[src/rtl/apb3_master_bridge.sv]
// APB3 master bridge: turns a valid/ready request into one APB3 transfer and
// returns a single-cycle completion strobe, aborting with an error if PREADY never arrives.
//
// state  | meaning
// IDLE   | waiting for a request, req_ready high
// SETUP  | PSEL high, PENABLE low, one cycle
// ACCESS | PSEL and PENABLE high, waiting for PREADY or timeout
// RESP   | rsp_valid strobe, bus released
module apb3_master_bridge #(
    parameter int TIMEOUT = 16,
    parameter int CNT_W   = 8
) (
    input  logic        PCLK,
    input  logic        PRESERN,
    input  logic        req_valid,
    output logic        req_ready,
    input  logic        req_write,
    input  logic [31:0] req_addr,
    input  logic [31:0] req_wdata,
    output logic        rsp_valid,
    output logic [31:0] rsp_rdata,
    output logic        rsp_err,
    output logic        rsp_timeout,
    output logic        PSEL,
    output logic        PENABLE,
    output logic        PWRITE,
    output logic [31:0] PADDR,
    output logic [31:0] PWDATA,
    input  logic [31:0] PRDATA,
    input  logic        PREADY,
    input  logic        PSLVERR
);

    typedef enum logic [1:0] {IDLE, SETUP, ACCESS, RESP} state_t;

    localparam logic [CNT_W-1:0] CNT_LAST = CNT_W'(TIMEOUT - 1);
    localparam logic [CNT_W-1:0] CNT_ONE  = CNT_W'(1);

    state_t           state_q, state_d;
    logic [CNT_W-1:0] cnt_q, cnt_d;
    logic             req_ready_d, psel_d, penable_d, pwrite_d;
    logic [31:0]      paddr_d, pwdata_d, rsp_rdata_d;
    logic             rsp_valid_d, rsp_err_d, rsp_timeout_d;

    always_comb begin
        state_d       = state_q;
        cnt_d         = cnt_q;
        pwrite_d      = PWRITE;
        paddr_d       = PADDR;
        pwdata_d      = PWDATA;
        rsp_valid_d   = 1'b0;
        rsp_rdata_d   = rsp_rdata;
        rsp_err_d     = rsp_err;
        rsp_timeout_d = rsp_timeout;

        case (state_q)
            IDLE: begin
                if (req_valid && req_ready) begin
                    pwrite_d = req_write;
                    paddr_d  = req_addr;
                    pwdata_d = req_wdata;
                    cnt_d    = '0;
                    state_d  = SETUP;
                end
            end
            SETUP: state_d = ACCESS;
            ACCESS: begin
                // PREADY is checked first so a late slave still completes on the last allowed cycle
                if (PREADY) begin
                    state_d       = RESP;
                    rsp_valid_d   = 1'b1;
                    rsp_rdata_d   = PWRITE ? 32'h0 : PRDATA;
                    rsp_err_d     = PSLVERR;
                    rsp_timeout_d = 1'b0;
                end else if (cnt_q == CNT_LAST) begin
                    state_d       = RESP;
                    rsp_valid_d   = 1'b1;
                    rsp_rdata_d   = 32'h0;
                    rsp_err_d     = 1'b1;
                    rsp_timeout_d = 1'b1;
                end else begin
                    cnt_d = cnt_q + CNT_ONE;
                end
            end
            RESP:    state_d = IDLE;
            default: state_d = IDLE;
        endcase

        req_ready_d = (state_d == IDLE);
        psel_d      = (state_d == SETUP) || (state_d == ACCESS);
        penable_d   = (state_d == ACCESS);
    end

    always_ff @(posedge PCLK) begin
        if (!PRESERN) begin
            state_q     <= IDLE;
            cnt_q       <= '0;
            req_ready   <= 1'b0;
            PSEL        <= 1'b0;
            PENABLE     <= 1'b0;
            PWRITE      <= 1'b0;
            PADDR       <= 32'h0;
            PWDATA      <= 32'h0;
            rsp_valid   <= 1'b0;
            rsp_rdata   <= 32'h0;
            rsp_err     <= 1'b0;
            rsp_timeout <= 1'b0;
        end else begin
            state_q     <= state_d;
            cnt_q       <= cnt_d;
            req_ready   <= req_ready_d;
            PSEL        <= psel_d;
            PENABLE     <= penable_d;
            PWRITE      <= pwrite_d;
            PADDR       <= paddr_d;
            PWDATA      <= pwdata_d;
            rsp_valid   <= rsp_valid_d;
            rsp_rdata   <= rsp_rdata_d;
            rsp_err     <= rsp_err_d;
            rsp_timeout <= rsp_timeout_d;
        end
    end

endmodule

[config.mk]
export PLATFORM = sky130hd
export DESIGN_NAME = apb3_master_bridge
export DESIGN_NICKNAME = d
export VERILOG_FILES = /design/src/rtl/apb3_master_bridge.sv
export SDC_FILE = /design/constraint.sdc
export NUM_CORES = 1
export LEC_CHECK = 0
export ABC_AREA = 1
export CORE_AREA = 5 5 111 113
export CTS_CLUSTER_DIAMETER = 30
export CTS_CLUSTER_SIZE = 14
export DETAILED_ROUTE_END_ITERATION = 10
export DIE_AREA = 0 0 116 118
export PLACE_DENSITY = 0.77
export SLEW_MARGIN = 30
export SYNTH_ARGS = -nofsm -noshare
export SYNTH_HDL_FRONTEND = slang
export SYNTH_SLANG_ARGS = --single-unit
export TNS_END_PERCENT = 5
[constraint.sdc]
create_clock -name PCLK -period 4.47 [get_ports PCLK]
set_clock_uncertainty 0.1 [all_clocks]
set_input_delay 0.894 -clock PCLK [delete_from_list [all_inputs] [get_ports PCLK]]
set_output_delay 0.894 -clock PCLK [all_outputs]
set_load 0.05 [all_outputs]
Yosys cells after proc, flatten, opt, wreduce, memory -nomap -nowiden. Cells that the tools add are included.

Add/subtract/negate cells: 1. Eq/ne operators: 9. Multiplexer cells: 16. Reduce and logical (&&, ||, !) cells: 10.

Operators by type and width (count): $mux 32 (3); $mux 8 (3); $pmux 8 s2 (1); $add 8x1->8 const B (1); $eq 8x4->1 const B (1); $pmux 2 s4 (1); $eq 2x2->1 const B (3); $mux 2 (3); $ne 2x2->1 const B (3); $reduce_and 2->1 (3); $mux 1 (5); $eq 2x1->1 const B (2); $logic_not 2->1 (2); $reduce_and 4->1 (1); $reduce_bool 2->1 (2); $logic_and 1x1->1 (1); $logic_or 1x1->1 (1).

Register bits: 113. Bits of input ports: 102. Word-level logic and storage cells: 48.

Depth between registers and ports, before layout.
Word-level depth: 6. Depth in mapped cells: 12. Mapped depth without buffers: 10.

Worst setup path after synthesis. Ideal clock, no wire load.

Path kind: input port to flip-flop. From: in req_valid. To: reg PADDR[13]. Arrival: 1562 ps. Setup slack: 2679 ps. Stages: 5. Buffers on the path: 2. Cells stage by stage: nand3_2 buf_2 buf_2 o21ai_0 a21oi_1.

Cells in the longest elaborated chain, start to end: 2.

RTL lines: from (decl) (RTL line 15) `input logic req_valid,`; $logic_and 1x1->1 (RTL line 58) `if (req_valid && req_ready) begin`; $reduce_and 2->1 (no source line); to (signal assigned) (RTL line 115) `PADDR <= paddr_d;`; to (decl) (RTL line 27) `output logic [31:0] PADDR,`.

No other way between the ends. A chain may end at the register's enable or synchronous reset.

Worst setup path after layout.
From: reg state_q[0]. To: reg PSEL.

Cells in the longest elaborated chain, start to end: 5. Elaborated cells on any way between the ends: 11.

RTL lines: from (decl) (RTL line 39) `state_t state_q, state_d;`; from (signal assigned) (RTL line 109) `state_q <= state_d;`; $mux 2 (RTL line 75) `end else if (cnt_q == CNT_LAST) begin`; $mux 2 (RTL line 69) `if (PREADY) begin`; $pmux 2 s4 (*) (RTL line 56) `case (state_q)`; $eq 2x1->1 or $eq 2x2->1 (tied branches) (RTL line 90) `psel_d = (state_d == SETUP) || (state_d == ACCESS);`; $logic_or 1x1->1 (*) (RTL line 90); to (signal assigned) (RTL line 112) `PSEL <= psel_d;`; to (decl) (RTL line 24) `output logic PSEL,`.

Mark *: on every way between the ends. The rest lies on a longest branch, timed or not.

==> results.md <==
- TritonCTS built the clock tree.
- At the pin with the least slew margin, the transition time is between 0.8 and 0.9 ns.
- The startpoint of the tightest hold check path is PWDATA[8].
- The run finished with clean final reports.
- STA puts the critical path data required time at 4.69 ns.
- The category of the worst setup path capture point is a register.
- For the final routed database, the setup TNS stands at 0 ns.
- The period utilization is between 60% and 70%.
- After clock tree synthesis, the clock-pin slew on the worst setup and hold paths is around 0.05 ns.
- The number of buffers inserted by port buffering is between 200 and 250.
- Of all nets on the critical path, the largest fanout is 40.
- The number of hold buffers added after cts is 0.
- The synthesized design contains between 100 and 150 register bits.
- For this run the aggregate overflow at the end of global routing stands at 0.
- 0 antenna diodes ended up in the layout.
- STA puts the critical path data arrival time at between 2 and 3 ns.
- On the critical path, the stage with the largest delay is an instance of nand3_2.
- In this run, distinct cell masters in the synthesized netlist total 23.
- The worst path needs between 2 and 3 ns of the cycle, external delays included.
- The worst register-to-register path begins at state_q[0].
- CTS saw ~110 sinks.
- The total power density per cell area is just under 600 nW/um^2.
- From synthesis to final layout, the design area changed by 60.6%.
- The finished layout cell area is 7010 um^2.
- The tightest min-delay check is of the reg -> reg type.
- At the end of routability-driven placement, the weighted congestion stood at between 0.8 and 0.9.
- The number of buffers inserted by post-CTS setup repair is 0.
- Synthesis produced around 560 cells.
- The area of the die is 13700 um^2.
- For hold timing, the worst endpoint is PWDATA[8].
- Of the cells placed in the final design, the portion with a size suffix greater than 1 is 6.55%.
- The wire length per cell is about 15 um.
- Yosys attributes the largest share of cell area to dfxtp_1 52%, a21oi_1 11%, o21ai_0 8.0%.
- For this design the static power due to leakage is about 2.6 nW.
- STA classifies the critical path startpoint as a register.
- The largest net degree at the start of global routing is 79.
- The first detailed-routing pass took 4 iterations.
- After floorplanning, the core was divided into 39 placement rows.
- The number of hold violations in the final report is 0.
- The register-to-register setup slack is about 1.7 ns.
- Summed over all layers, the routed wires come to approximately 13000 um.
- The logic depth of the worst register-to-register path is 9.
- The number of global-route vias before repair is ~4500.
- The layout has 941 filler cells.
- The number of ports placed on the die boundary is 205.
- From bottom edge to top edge, the die measures about 120 um.
- For this run, design rule violations remaining after detail routing come to 0.
- The Yosys step of the flow raised 0 warnings.
- The number of antenna violations at the first check in global routing was 0.
- The final number of max-transition violations is 0.
- The width of the die is 116 um.
- Summing over every cut layer, the via total after detailed routing is 4361.
- By startpoint and endpoint, the worst setup path is classified as reg -> reg.
- The share of synthesized area in the top cell type comes to between 50% and 60%.
- Across the VDD grid, the largest voltage drop is around 0.00035 V.
- The largest incremental delay on the critical path is 0.66 ns.
- The remaining number of nets flagged by the antenna check after routing is 0.
- Setup repair after global routing left no endpoint under its margin.
- After synthesis the cells add up to between 4000 and 5000 um^2.
- The cell chosen for the clock root is clkbuf_16.
- The critical path goes through inv_1 -> ha_1 -> inv_2 -> nor2_1 -> nand3_2 -> nand3b_2 -> nand2_1 -> ha_1 -> nor2_1.
- The worst hold path was traced through 2 stages.
- In this run the critical register-to-register path is captured at PSEL.
- In this run the deepest clock path goes through 2 buffers.
- Based on the critical path, the design can be clocked at up to about 370 MHz.
- Using the TritonRoute via totals, the vias-per-cell ratio works out to 4.81.
- After the first detailed-routing iteration, the DRC count stood at around 380.
- The detailed placement HPWL is approximately 9500 um.
- Clock tree synthesis inserted a total of 17 buffers.
- The region available for standard cell placement spans approximately 11000 um^2.
- The overall power after layout is about 4.1 mW.
- Counting every net in the synthesized netlist gives around 670.
- The max-capacitance violation count is 0.
- The placed instances occupy a cell area of ~6400 um^2.
- The number of setup violations in the final report is 0.
- The dominant cell type by area after synthesis is dfxtp_1.
- In this run the mean area of a mapped cell was a little under 8 um^2.
- The first global-routing pass estimated about 21000 um of wire.
- The H-tree was split into 4 levels.
- The total global routing track utilization is 19.3%.
- At the end of the flow, the number of nets in the layout was about 860.
- Of the synthesized area, sequential elements account for about half.
- The insertion delay of the later-clocked pin in the worst-skew pair is about 0.40 ns.
- After clock tree synthesis, the repair step resized 0 gates.
- Across all hold checks on the routed design, the worst slack comes to 0.342 ns.
- Once the floorplan was initialized, standard cells occupied 38.9% of the core.
- The worst slew margin relative to its limit is 42.9%.
## layer usage
metal / track usage, % / share of wire (%) / up-vias
li1: - / - / 2184
met1: 21.3 / 38 / 1986
met2: 31.4 / 47 / 177
met3: 10.8 / 13 / 14
met4: 5.95 / 1.3 / 0
met5: 0 / 0 / -
## power breakdown
| part | leakage, nW | internal (mW) | switching [mW] |
|---|---|---|---|
| Combinational | 1.39 | 0.522 | 1.02 |
| Clock | 0.266 | 0.816 | 0.448 |
| Sequential | 0.919 | 1.20 | 0.114 |
## worst max-delay path, delay by kind of cell, from the launching register on
family | cells | cell delay (ns)
flip-flops | 1 | 0.30
AND/OR/NAND/NOR | 5 | 1.30
adder cells (fa/ha/maj) | 2 | 0.72
buffers and inverters | 2 | 0.20
## worst max-delay path by stage
stage	start	end	slack (ns)	depth (start not counted)
6_report	state_q[0]	PSEL	1.75	9
3_5_place_dp	req_valid	PADDR[2]	1.44	5
5_1_grt	state_q[0]	PSEL	1.51	9
4_1_cts	state_q[0]	PSEL	1.75	9
3_3_place_gp	PREADY	rsp_rdata[7]	1.38	6
2_1_floorplan	req_valid	PADDR[13]	2.68	5
## kinds of logic after synthesis
kind of cell,after synthesis,synth area share (%)
AOI/OAI and AO/OA,172,20.0
adders and majority gates,6,1.72
buffers and inverters,125,11.7
DFF,113,51.8
and+or+nand+nor,145,14.8
## metrics by stage
stage / setup slack [ns] / cells / util (%)
floorplan: 2.68 / 561 / -
global placement: 1.38 / 875 / 57.4
detailed placement: 1.44 / 875 / 57.4
CTS: 1.75 / 906 / 62.5
global route: 1.51 / 906 / 62.5
finish: 1.75 / 906 / 62.5
## registers in the layout, indices dropped and copies added, names as in the netlist
register and flops:
PENABLE 1, PADDR 32, PWRITE 1, cnt_q 8, PSEL 1, state_q 2
req_ready 1, rsp_rdata 32, rsp_valid 1, PWDATA 32, rsp_timeout 1, rsp_err 1
## synthesized netlist by cell type, drive strengths merged
| cell type | instances |
|---|---|
| buf | 23 |
| nor3 | 1 |
| nand3b | 1 |
| inv | 87 |
| dfxtp | 113 |
| nor2 | 26 |
| a21oi | 101 |
| nand2 | 70 |
| clkbuf | 14 |
| nand3 | 47 |
| clkinv | 1 |
| ha | 6 |
| o21ai | 71 |
## placed cells by master (no fill, tap or decap)
master / count
nand2_2: 2
nand2_1: 68
nand3_4: 1
ha_1: 6
clkbuf_1: 1
o21ai_1: 1
buf_2: 1
a21oi_4: 1
clkbuf_16: 17
bufinv_16: 1
buf_4: 4
dfxtp_1: 113
nand3b_2: 1
o21ai_0: 70
nand3_2: 1
clkinv_1: 1
inv_2: 5
a21oi_1: 100
clkinvlp_4: 5
nor3_1: 1
clkbuf_8: 4
nor2_4: 3
nand3_1: 45
inv_1: 82
nor2_2: 1
clkdlybuf4s50_1: 203
nor2_1: 22
clkinv_2: 3
## area by class of cell
cell class,count,area (um^2),share of cell area (%)
multi-input combinational,323,1610,22.9
inverter,88,330,4.71
tap,143,179,2.55
clock buffer,22,484,6.91
clock inverter,9,82.6,1.18
sequential,113,2260,32.3
timing repair buffer,208,2070,29.5
No activity file was read; power rests on OpenSTA's default activity.
